==> src/rtl/alu_mul_sequencer_pkg.sv <==
// Shared codes for the ALU sequencer: ALU Signal encodings, the MULTU opcode
// and the controller state encoding.
package alu_mul_sequencer_pkg;

  localparam logic [5:0] OP_AND   = 6'b100100;
  localparam logic [5:0] OP_OR    = 6'b100101;
  localparam logic [5:0] OP_ADD   = 6'b100000;
  localparam logic [5:0] OP_SUB   = 6'b100010;
  localparam logic [5:0] OP_SLT   = 6'b101010;
  localparam logic [5:0] OP_MULTU = 6'b011001;

  localparam logic [1:0] ST_IDLE = 2'd0;
  localparam logic [1:0] ST_EXEC = 2'd1;
  localparam logic [1:0] ST_MUL  = 2'd2;
  localparam logic [1:0] ST_DONE = 2'd3;

  // True for operations the ALU completes in a single pass.
  function automatic logic is_alu_op(input logic [5:0] op);
    return (op == OP_AND) || (op == OP_OR) || (op == OP_ADD) ||
           (op == OP_SUB) || (op == OP_SLT);
  endfunction

endpackage

==> src/rtl/alu_mul_sequencer_if.sv <==
// Request/response handshake between an issuing master and the sequencer.
interface alu_mul_sequencer_if #(
  parameter int WIDTH = 32
);
  logic                 start;
  logic [5:0]           op_in;
  logic [WIDTH-1:0]     src_a;
  logic [WIDTH-1:0]     src_b;
  logic                 busy;
  logic                 done;
  logic                 err;
  logic [2*WIDTH-1:0]   result;

  modport master (
    output start, op_in, src_a, src_b,
    input  busy, done, err, result
  );

  modport slave (
    input  start, op_in, src_a, src_b,
    output busy, done, err, result
  );
endinterface

==> src/rtl/alu_mul_sequencer.sv <==
// Sequencing controller in front of the shared ripple ALU: single-pass ops
// take one execute cycle, MULTU runs a WIDTH-iteration shift-add loop that
// borrows the ALU's ADD path every cycle.
module alu_mul_sequencer
  import alu_mul_sequencer_pkg::*;
#(
  parameter int WIDTH = 32,
  parameter int CNT_W = 5
) (
  input  logic                 clk,
  input  logic                 reset,
  alu_mul_sequencer_if.slave   bus,
  output logic [WIDTH-1:0]     alu_a,
  output logic [WIDTH-1:0]     alu_b,
  output logic [5:0]           alu_signal,
  input  logic [WIDTH-1:0]     alu_result
);

  logic [1:0]         state_q,  state_d;
  logic [5:0]         op_q,     op_d;
  logic [WIDTH-1:0]   opa_q,    opa_d;
  logic [WIDTH-1:0]   opb_q,    opb_d;
  logic [WIDTH-1:0]   hi_q,     hi_d;
  logic [WIDTH-1:0]   lo_q,     lo_d;
  logic [CNT_W-1:0]   count_q,  count_d;
  logic [2*WIDTH-1:0] result_q, result_d;
  logic               err_q,    err_d;
  logic               carry;

  // Next-state, datapath updates and ALU operand steering.
  always_comb begin
    state_d    = state_q;
    op_d       = op_q;
    opa_d      = opa_q;
    opb_d      = opb_q;
    hi_d       = hi_q;
    lo_d       = lo_q;
    count_d    = count_q;
    result_d   = result_q;
    err_d      = err_q;
    alu_a      = '0;
    alu_b      = '0;
    alu_signal = OP_ADD;
    carry      = 1'b0;

    case (state_q)
      ST_IDLE: begin
        if (bus.start) begin
          op_d    = bus.op_in;
          opa_d   = bus.src_a;
          opb_d   = bus.src_b;
          err_d   = 1'b0;
          count_d = '0;
          if (is_alu_op(bus.op_in)) begin
            state_d = ST_EXEC;
          end else if (bus.op_in == OP_MULTU) begin
            hi_d    = '0;
            lo_d    = bus.src_b;
            state_d = ST_MUL;
          end else begin
            err_d    = 1'b1;
            result_d = '0;
            state_d  = ST_DONE;
          end
        end
      end

      ST_EXEC: begin
        alu_a      = opa_q;
        alu_b      = opb_q;
        alu_signal = op_q;
        result_d   = {{WIDTH{1'b0}}, alu_result};
        state_d    = ST_DONE;
      end

      ST_MUL: begin
        alu_a      = hi_q;
        alu_b      = lo_q[0] ? opa_q : '0;
        alu_signal = OP_ADD;
        // The ALU exposes no carry-out, so rebuild it from the operand and
        // sum MSBs.
        carry = (alu_a[WIDTH-1] & alu_b[WIDTH-1]) |
                ((alu_a[WIDTH-1] | alu_b[WIDTH-1]) & ~alu_result[WIDTH-1]);
        {hi_d, lo_d} = {carry, alu_result, lo_q[WIDTH-1:1]};
        count_d      = count_q + 1'b1;
        if (count_q == CNT_W'(WIDTH - 1)) begin
          result_d = {hi_d, lo_d};
          state_d  = ST_DONE;
        end
      end

      ST_DONE: begin
        state_d = ST_IDLE;
      end

      default: begin
        state_d = ST_IDLE;
      end
    endcase
  end

  // State and datapath registers with synchronous reset.
  always_ff @(posedge clk) begin
    if (reset) begin
      state_q  <= ST_IDLE;
      op_q     <= '0;
      opa_q    <= '0;
      opb_q    <= '0;
      hi_q     <= '0;
      lo_q     <= '0;
      count_q  <= '0;
      result_q <= '0;
      err_q    <= 1'b0;
    end else begin
      state_q  <= state_d;
      op_q     <= op_d;
      opa_q    <= opa_d;
      opb_q    <= opb_d;
      hi_q     <= hi_d;
      lo_q     <= lo_d;
      count_q  <= count_d;
      result_q <= result_d;
      err_q    <= err_d;
    end
  end

  assign bus.busy   = (state_q == ST_EXEC) || (state_q == ST_MUL);
  assign bus.done   = (state_q == ST_DONE);
  assign bus.err    = err_q;
  assign bus.result = result_q;

endmodule

==> src/flat_wrapper.sv <==
// flat-port wrapper written by rule: the top's interface ports become plain ports
module alu_mul_sequencer_flat import alu_mul_sequencer_pkg::*;
#(
  parameter int WIDTH = 32,
  parameter int CNT_W = 5
)
  (clk, reset, alu_a, alu_b, alu_signal, alu_result, bus_start, bus_op_in, bus_src_a, bus_src_b, bus_busy, bus_done, bus_err, bus_result);
  alu_mul_sequencer_if #(.WIDTH(WIDTH)) bus_i ();
  input  logic clk;
  input  logic reset;
  output logic [WIDTH-1:0] alu_a;
  output logic [WIDTH-1:0] alu_b;
  output logic [5:0] alu_signal;
  input  logic [WIDTH-1:0] alu_result;
  input wire logic [$bits(bus_i.start)-1:0] bus_start;
  input wire logic [$bits(bus_i.op_in)-1:0] bus_op_in;
  input wire logic [$bits(bus_i.src_a)-1:0] bus_src_a;
  input wire logic [$bits(bus_i.src_b)-1:0] bus_src_b;
  output wire logic [$bits(bus_i.busy)-1:0] bus_busy;
  output wire logic [$bits(bus_i.done)-1:0] bus_done;
  output wire logic [$bits(bus_i.err)-1:0] bus_err;
  output wire logic [$bits(bus_i.result)-1:0] bus_result;
  assign bus_i.start = bus_start;
  assign bus_i.op_in = bus_op_in;
  assign bus_i.src_a = bus_src_a;
  assign bus_i.src_b = bus_src_b;
  assign bus_busy = bus_i.busy;
  assign bus_done = bus_i.done;
  assign bus_err = bus_i.err;
  assign bus_result = bus_i.result;
  alu_mul_sequencer #(.WIDTH(WIDTH), .CNT_W(CNT_W)) u_core (.clk(clk), .reset(reset), .bus(bus_i), .alu_a(alu_a), .alu_b(alu_b), .alu_signal(alu_signal), .alu_result(alu_result));
endmodule
==> config.mk <==
export PLATFORM = sky130hd
export DESIGN_NAME = alu_mul_sequencer_flat
export DESIGN_NICKNAME = d
export VERILOG_FILES = /design/src/rtl/alu_mul_sequencer_pkg.sv /design/src/rtl/alu_mul_sequencer_if.sv /design/src/rtl/alu_mul_sequencer.sv /design/src/flat_wrapper.sv
export SDC_FILE = /design/constraint.sdc
export NUM_CORES = 1
export LEC_CHECK = 0
export ABC_CLOCK_PERIOD_IN_PS = 2700
export BUFFER_PORTS_ARGS = -buffer_cell sky130_fd_sc_hd__buf_2
export CORE_ASPECT_RATIO = 0.6
export CORE_MARGIN = 2
export CORE_UTILIZATION = 35
export DETAILED_ROUTE_END_ITERATION = 10
export MAX_ROUTING_LAYER = met4
export PLACE_DENSITY = 0.62
export SLEW_MARGIN = 20
export SYNTH_ARGS = -nofsm -noshare
export SYNTH_HDL_FRONTEND = slang
export SYNTH_SLANG_ARGS = --single-unit
==> constraint.sdc <==
create_clock -name clk -period 2.7 [get_ports clk]
set_clock_uncertainty 0.05 [all_clocks]
set_input_delay 0.135 -clock clk [delete_from_list [all_inputs] [get_ports clk]]
set_output_delay 0.135 -clock clk [all_outputs]
set_load 0.01 [all_outputs]
==> metrics.md, run 1 <==
| Metric | Value |
|---|---|
| Status | completed |
| CTS H-tree depth | 1 |
| GRT Total Usage | 23.0% |
| Setup Viol. Count Final | 0 |
| Clk pin slew, worst setup/hold paths | 0.06 ns |
| Internal power | between 6000 and 7000 uW |
| CTS max path bufs | 3 |
| Via count | 9702 |
| Kind of critical path | register to primary output |
| Placeable Area | roughly 26000 um^2 |
| Min-Delay Path Class | input pin to register |
| Psw | 4470 uW |
| First-pass GRT wire length | 50500 um |
| CTS tree | built |
| Final period util | ~94% |
| Max FO, Critical Path | 37 |
| Net Count, Synth | 1269 |
| Detail Route Antenna Nets | 0 |
| CP Launch Type | register |
| Yosys cell types | 36 |
| Yosys warns | 0 |
| Number of enable flip-flop cells after synthesis | 0 |
| Total I/O pin count | approximately 240 |
| Share of layout cells above drive strength 1 | 21.8% |
| Pleak | 0.00483 uW |
| Post-synth ARST share | 0% |
| Power Total | 11400 uW |
| Setup TNS | 0 ns |
| Top FF cell, synth | dfxtp_1 |
| Drt pass-1 iters | 5 |
| Post-DP HPWL | approximately 22000 um |
| DR WL/cell | 18.3 um |
| Final Max Tran Viols | 0 |
| Max Freq | roughly 390 MHz |
| Clock group share of total power | 26.2% |
| Register bit total from synthesis | 206 |
| Largest net degree at the start of global routing | 85 |
| R2R depth | 7 |
| WL final | 33100 um |
| Gate power share | 40.6% |
| Die span in x | 216 um |
| Die ar. | 28200 um^2 |
| FF-to-FF setup slack | 0.23 ns |
| Total gr overflow | 0 |
| Post-Synthesis Cells | 1157 |
| Sw Share | 39.3% |
| Vias in the first global route | between 9000 and 10000 |
| Clk root buf | clkbuf_16 |
| Initial core utilization | 35.6% |
| WP data arrival | 2.36 ns |
| Row count | 46 |
| DRC | 0 |
| Post-synthesis sequential area ratio | between 40 and 50% |
| Number of CTS-inserted buffers | 21 |
| Crit. End Element | primary output |
| Total of max-cap violations | 0 |
| Max-slew headroom | 55.6% |
| Drt first-iter violations | 878 |
| RD Place Congestion | slightly below 0.9 |
| Vias/cell | approximately 5.4 |
| RSZ-0062 raised after global routing | false |
| Synth-to-layout area growth | 34.6% |
| Min cycle time layout | about 2.5 ns |
| Placed cell area | 10900 um^2 |
| Die outline height | approximately 130 um |
| Final Cell Area | 12600 um^2 |
| Placement Setup Slack | 0.123 ns |
| Clk sinks | 206 |
| Worst Tran Pin Value | 0.665 ns |
| Cell Area, Synth | around 9400 um^2 |
| Flop pwr share | 33.3% |
| Hold Crit Depth | 4 |
| Power Density | roughly 900 nW/um^2 |
| Clock Latency Late Sink | 0.50 ns |
| Final worst setup slack | roughly 0.16 ns |
| Final nets | 1540 |
| IO Port Bufs | ~240 |
| Final Hold Viols | 0 |
| Peak VDD IR | 0.593 mV |
| Initial antenna violation count | 3 |
| Worst Path Required | 2.52 ns |
| Mean Syn Cell Area | 8.12 um^2 |
-- power by group through the flow --
stage / registers [uW] / clock network (uW) / logic (uW)
after CTS: 3780 / 3030 / 4580
after floorplan: 3800 / 0 / 3120
after detailed placement: 3850 / 0 / 4370
after global routing: 3840 / 3160 / 5020
after global placement: 3830 / 0 / 4310
final: 3790 / 2980 / 4620
-- worst max-delay path, stage by stage (launching register included) --
cell and delay [ns]:
dfxtp_1 0.37, inv_1 0.16, ha_4 0.31, buf_16 0.26
nand2_1 0.09, a21boi_0 0.43, buf_2 0.23
-- sequential cells by signal (all words and copies together) (netlist names) --
signal and flops:
u_core.hi_q 32, u_core.count_q 5, u_core.op_q 6, u_core.bus.err 1
u_core.opa_q 32, u_core.bus.result 64, u_core.lo_q 32, u_core.state_q 2
u_core.opb_q 32
-- layout make-up --
type	count	area (um^2)
antenna	3	7.51
clock buffer	28	582
clock inverter	9	101
fill	2578	13800
inverter	3	11.3
multi-input combinational	826	4770
sequential	206	4120
tap	360	450
timing repair buffer	370	2600
-- metrics by stage --
stage / cells / util [%] / hold WS, ns
final: 1805 / 47.9 / 0.0597
after global routing: 1805 / 47.9 / 0.0779
after CTS: 1801 / 47.8 / 0.0362
after detailed placement: 1661 / 41.2 / 0.334
after global placement: 1661 / 41.2 / 0.331
after floorplan: 1157 / - / 0.221
-- synth_stat cells (3+ instances only) --
| cell type | number | area [um^2] |
|---|---|---|
| ha_1 | 7 | 87.6 |
| nor2b_1 | 67 | 419 |
| buf_6 | 7 | 78.8 |
| buf_2 | 18 | 90.1 |
| nand3_1 | 34 | 170 |
| buf_1 | 4 | 15.0 |
| buf_4 | 5 | 37.5 |
| a22oi_1 | 63 | 473 |
| mux2i_1 | 32 | 320 |
| o21ai_0 | 70 | 350 |
| and2_1 | 8 | 50.1 |
| dfxtp_1 | 206 | 4120 |
| nand4_1 | 66 | 413 |
| nand2_1 | 181 | 679 |
| nor2_1 | 38 | 143 |
| a211oi_1 | 32 | 240 |
| inv_1 | 3 | 11.3 |
| a21oi_1 | 172 | 861 |
| a22o_1 | 32 | 280 |
| clkbuf_1 | 88 | 330 |
| nand2b_1 | 4 | 25.0 |
-- cells by family after synthesis --
group                      synth area share, %
muxes                                     3.41
AOI/OAI and AO/OA                         24.5
and+or+nand+nor                           21.3
adders and majority gates                0.932
DFF                                       43.9
buffers and inverters                     5.99
-- routing by layer --
layer  vias to the layer above  share of wire, %  global-route usage [%]
met4                         0               1.7                    4.58
li1                       4681                 -                       -
met2                       330                48                    39.3
met5                         -                 0                       -
met3                        42               5.5                    3.52
met1                      4649                44                    29.2
-- final timing paths --
check / start / end
worst max register to register: u_core.state_q[0] / u_core.bus.result[11]
worst min register to register: u_core.op_q[4] / u_core.op_q[4]
worst min-delay path: bus_start / u_core.count_q[4]
worst max-delay path: u_core.state_q[0] / alu_a[31]
-- what timing repair did --
item / 4_1_cts / 5_1_grt
gates resized for setup: 2 / 4
endpoints found under the hold margin: 164 / 0
setup endpoints to repair: 3 / 79
pin swaps: 0 / 0
setup buffers: 0 / 1
hold buffers: 102 / 0
gates cloned: 1 / 0
-- placed cells by master (no fill, tap or decap), types with 7 or more instances in the layout --
cell | Yosys | final
buf_2 | 18 | 240
dfxtp_1 | 206 | 206
nand2_1 | 181 | 180
a21oi_1 | 172 | 172
dlygate4sd3_1 | 0 | 102
o21ai_0 | 70 | 70
nand4_1 | 66 | 66
nor2b_1 | 67 | 65
a22oi_1 | 63 | 63
nor2_1 | 38 | 38
nand3_1 | 34 | 34
mux2i_1 | 32 | 32
a211oi_1 | 32 | 32
a22o_1 | 32 | 32
clkbuf_16 | 0 | 21
buf_4 | 5 | 15
buf_12 | 0 | 9
and2_1 | 8 | 7
Power figures use the tool's default switching activity.
==> inputs of run 2 (changes only) <==
==> constraint.sdc (replaced) <==
create_clock -name clk -period 2.7 [get_ports clk]
set_clock_uncertainty 0.05 [all_clocks]
set_input_delay 0.81 -clock clk [delete_from_list [all_inputs] [get_ports clk]]
set_output_delay 0.81 -clock clk [all_outputs]
set_load 0.01 [all_outputs]
==> run 2 against run 1 <==
  * The run now ends with setup timing left
  * Die area stayed put
  * Count of clock-buffer cells in the layout is 5 higher
  * Sequential share of layout area is 0.60 points higher
  * Design area is 1.6% lower
  * Core utilization is 0.78 points lower
  * Global-route usage hardly changed
  * Critical path type unchanged
==> metrics.md, run 2 (synthesis results as in run 1) <==
| Metric | Value |
|---|---|
| Status | finished, violations left (was completed) |
| Failing checks | setup timing |
| Final period util | 103% (was 94.2%) |
| Die outline height | 131 um (unchanged) |
| Placement Setup Slack | 0.126 ns (was 0.123 ns) |
| RSZ-0062 raised after global routing | true (was false) |
| Worst path cell trace | buf_4, ha_4, buf_4, buf_12, a22oi_1, nor2b_1, buf_2 (was inv_1, ha_4, buf_16, nand2_1, a21boi_0, buf_2) |
| Synth-to-layout area growth | 32.4% (was 34.6%) |
| Max-slew headroom | 62.8% (was 55.6%) |
| Placed cell area | 11000 um^2 (was 10900 um^2) |
| Vias in the first global route | 8626 (was 9124) |
| CTS H-tree depth | 1 (unchanged) |
| WP data arrival | 1.93 ns (was 2.36 ns) |
| Min cycle time layout | 2.79 ns (was 2.54 ns) |
| IO Port Bufs | 241 (unchanged) |
| Kind of critical path | register to primary output (unchanged) |
| Die span in x | 216 um (unchanged) |
| Max incr delay on CP | 0.35 ns (was 0.43 ns) |
| Final Hold Viols | 0 (unchanged) |
| Post-layout util | 47.1% (was 47.9%) |
| Number of CTS-inserted buffers | 21 (unchanged) |
| Clk sinks | 206 (unchanged) |
| Die ar. | 28200 um^2 (unchanged) |
| Drt pass-1 iters | 5 (unchanged) |
| DRC | 0 (unchanged) |
| Register area | 4130 um^2 (was 4120 um^2) |
| Total I/O pin count | 242 (unchanged) |
| Pleak | 0.00468 uW (was 0.00483 uW) |
| Placeable Area | 26400 um^2 (unchanged) |
| Clock Latency Late Sink | 0.49 ns (was 0.50 ns) |
| Max FO, Critical Path | 11 (was 37) |
| Power Total | 12400 uW (was 11400 uW) |
| Post-placement cell count | 1667 (was 1661) |
| Initial core utilization | 35.6% (unchanged) |
| Total of max-cap violations | 0 (unchanged) |
| CTS tree | built (unchanged) |
| Crit. End Element | primary output (unchanged) |
| Vias/cell | 5.52 (was 5.38) |
| Post-DP HPWL | 22400 um (was 21900 um) |
| RD Place Congestion | 0.882 (was 0.873) |
| Final worst setup slack | -0.0870 ns (was 0.157 ns) |
| GRT Total Usage | 23.0% (about the same) |
| Clk pin slew, worst setup/hold paths | 0.07 ns (was 0.06 ns) |
| DR WL/cell | 19.8 um (was 18.3 um) |
| Peak VDD IR | 0.531 mV (was 0.593 mV) |
| Detail Route Antenna Nets | 0 (unchanged) |
| Final Cell Area | 12400 um^2 (was 12600 um^2) |
| Setup Viol. Count Final | 43 (was 0) |
| Min-Delay Path Class | register to register (was input pin to register) |
| Non-Filler Instances | 1742 (was 1805) |
| Layout fillers | 2599 (was 2578) |
| Clk root buf | clkbuf_16 (unchanged) |
| Final nets | 1472 (was 1540) |
| Most common cell after layout, fill and taps aside | buf_2 (unchanged) |
| Via count | 9618 (was 9702) |
| Total gr overflow | 0 (unchanged) |
| Worst Path Required | 1.84 ns (was 2.52 ns) |
| Row count | 46 (unchanged) |
| CTS max path bufs | 3 (unchanged) |
| CP Launch Type | register (unchanged) |
| Max Freq | 359 MHz (was 393 MHz) |
| Power Density | 996 nW/um^2 (was 900 nW/um^2) |
| CP max-delay cell | dfxtp_4 (was a21boi_0) |
| First-pass GRT wire length | 49900 um (was 50500 um) |
| Final Max Tran Viols | 0 (unchanged) |
| Area of the multi-input gates | 5030 um^2 (was 4770 um^2) |
| Most frequent cells in the layout | 240 x buf_2, 204 x dfxtp_1, 180 x nand2_1, 172 x a21oi_1, 70 x o21ai_0 (was 240 x buf_2, 206 x dfxtp_1, 180 x nand2_1, 172 x a21oi_1, 102 x dlygate4sd3_1) |
| WL final | 34500 um (was 33100 um) |
| Most frequent CP cell | buf_4 |
| Drt first-iter violations | 843 (was 878) |
| Worst Tran Pin Value | 0.558 ns (was 0.665 ns) |
| Largest register FFs | 64 (unchanged) |
| Largest net degree at the start of global routing | 65 (was 85) |
| Initial antenna violation count | 6 (was 3) |
| Share of layout cells above drive strength 1 | 29.1% (was 21.8%) |
-- run 2: layout make-up --
class / instances / area share [%]
diodes: 9 / 0.181
clock buffers: 33 / 4.91
clock inverters: 3 / 0.342
inverters: 3 / 0.111
multi-input cells: 826 / 40.4
flip-flops and latches: 206 / 33.2
well taps: 360 / 3.62
repair buffers: 302 / 17.2
-- run 2: worst paths after layout --
check,startpoint,endpoint,slack (ns),cells past startpoint
min,u_core.op_q[5],u_core.op_q[5],0.40,2
min reg2reg,u_core.op_q[5],u_core.op_q[5],0.40,2
max,u_core.state_q[0],alu_a[10],-0.09,7
max reg2reg,u_core.state_q[0],u_core.bus.result[0],0.30,9
-- run 2: report_power, final --
part / switching, uW / internal, uW
Clock: 1230 / 1640
Combinational: 3290 / 2380
Sequential: 352 / 3490
-- run 2: critical path: cells and delay by family, from the launching register on --
| kind | cells | cell delay [ns] |
|---|---|---|
| compound gates | 1 | 0.23 |
| fa+ha+maj | 1 | 0.17 |
| buf+inv | 4 | 0.58 |
| flops | 1 | 0.35 |
| simple gates | 1 | 0.08 |
-- run 2: per-stage QoR --
step	hold slack (ns)	setup TNS (ns)
4_1_cts	0.405	-1.15
5_1_grt	0.428	-4.33
3_3_place_gp	0.389	0
3_5_place_dp	0.397	0
2_1_floorplan	0.381	0
6_report	0.404	-1.25
-- run 2: per-layer routing --
layer	share of wire [%]	vias up	wire [um]	global-route usage (%)
li1	-	4568	-	-
met4	1.3	0	446	4.14
met2	47	336	16200	37.5
met1	45	4682	15600	30.4
met3	6.6	32	2260	3.96
met5	0	-	0	-
-- run 2: repair_timing --
item | CTS | global route
hold buffers | 0 | 0
gates resized for setup | 57 | 24
setup buffers | 8 | 9
cloned | 5 | 9
pin swaps | 10 | 13
setup endpoints to repair | 65 | 63
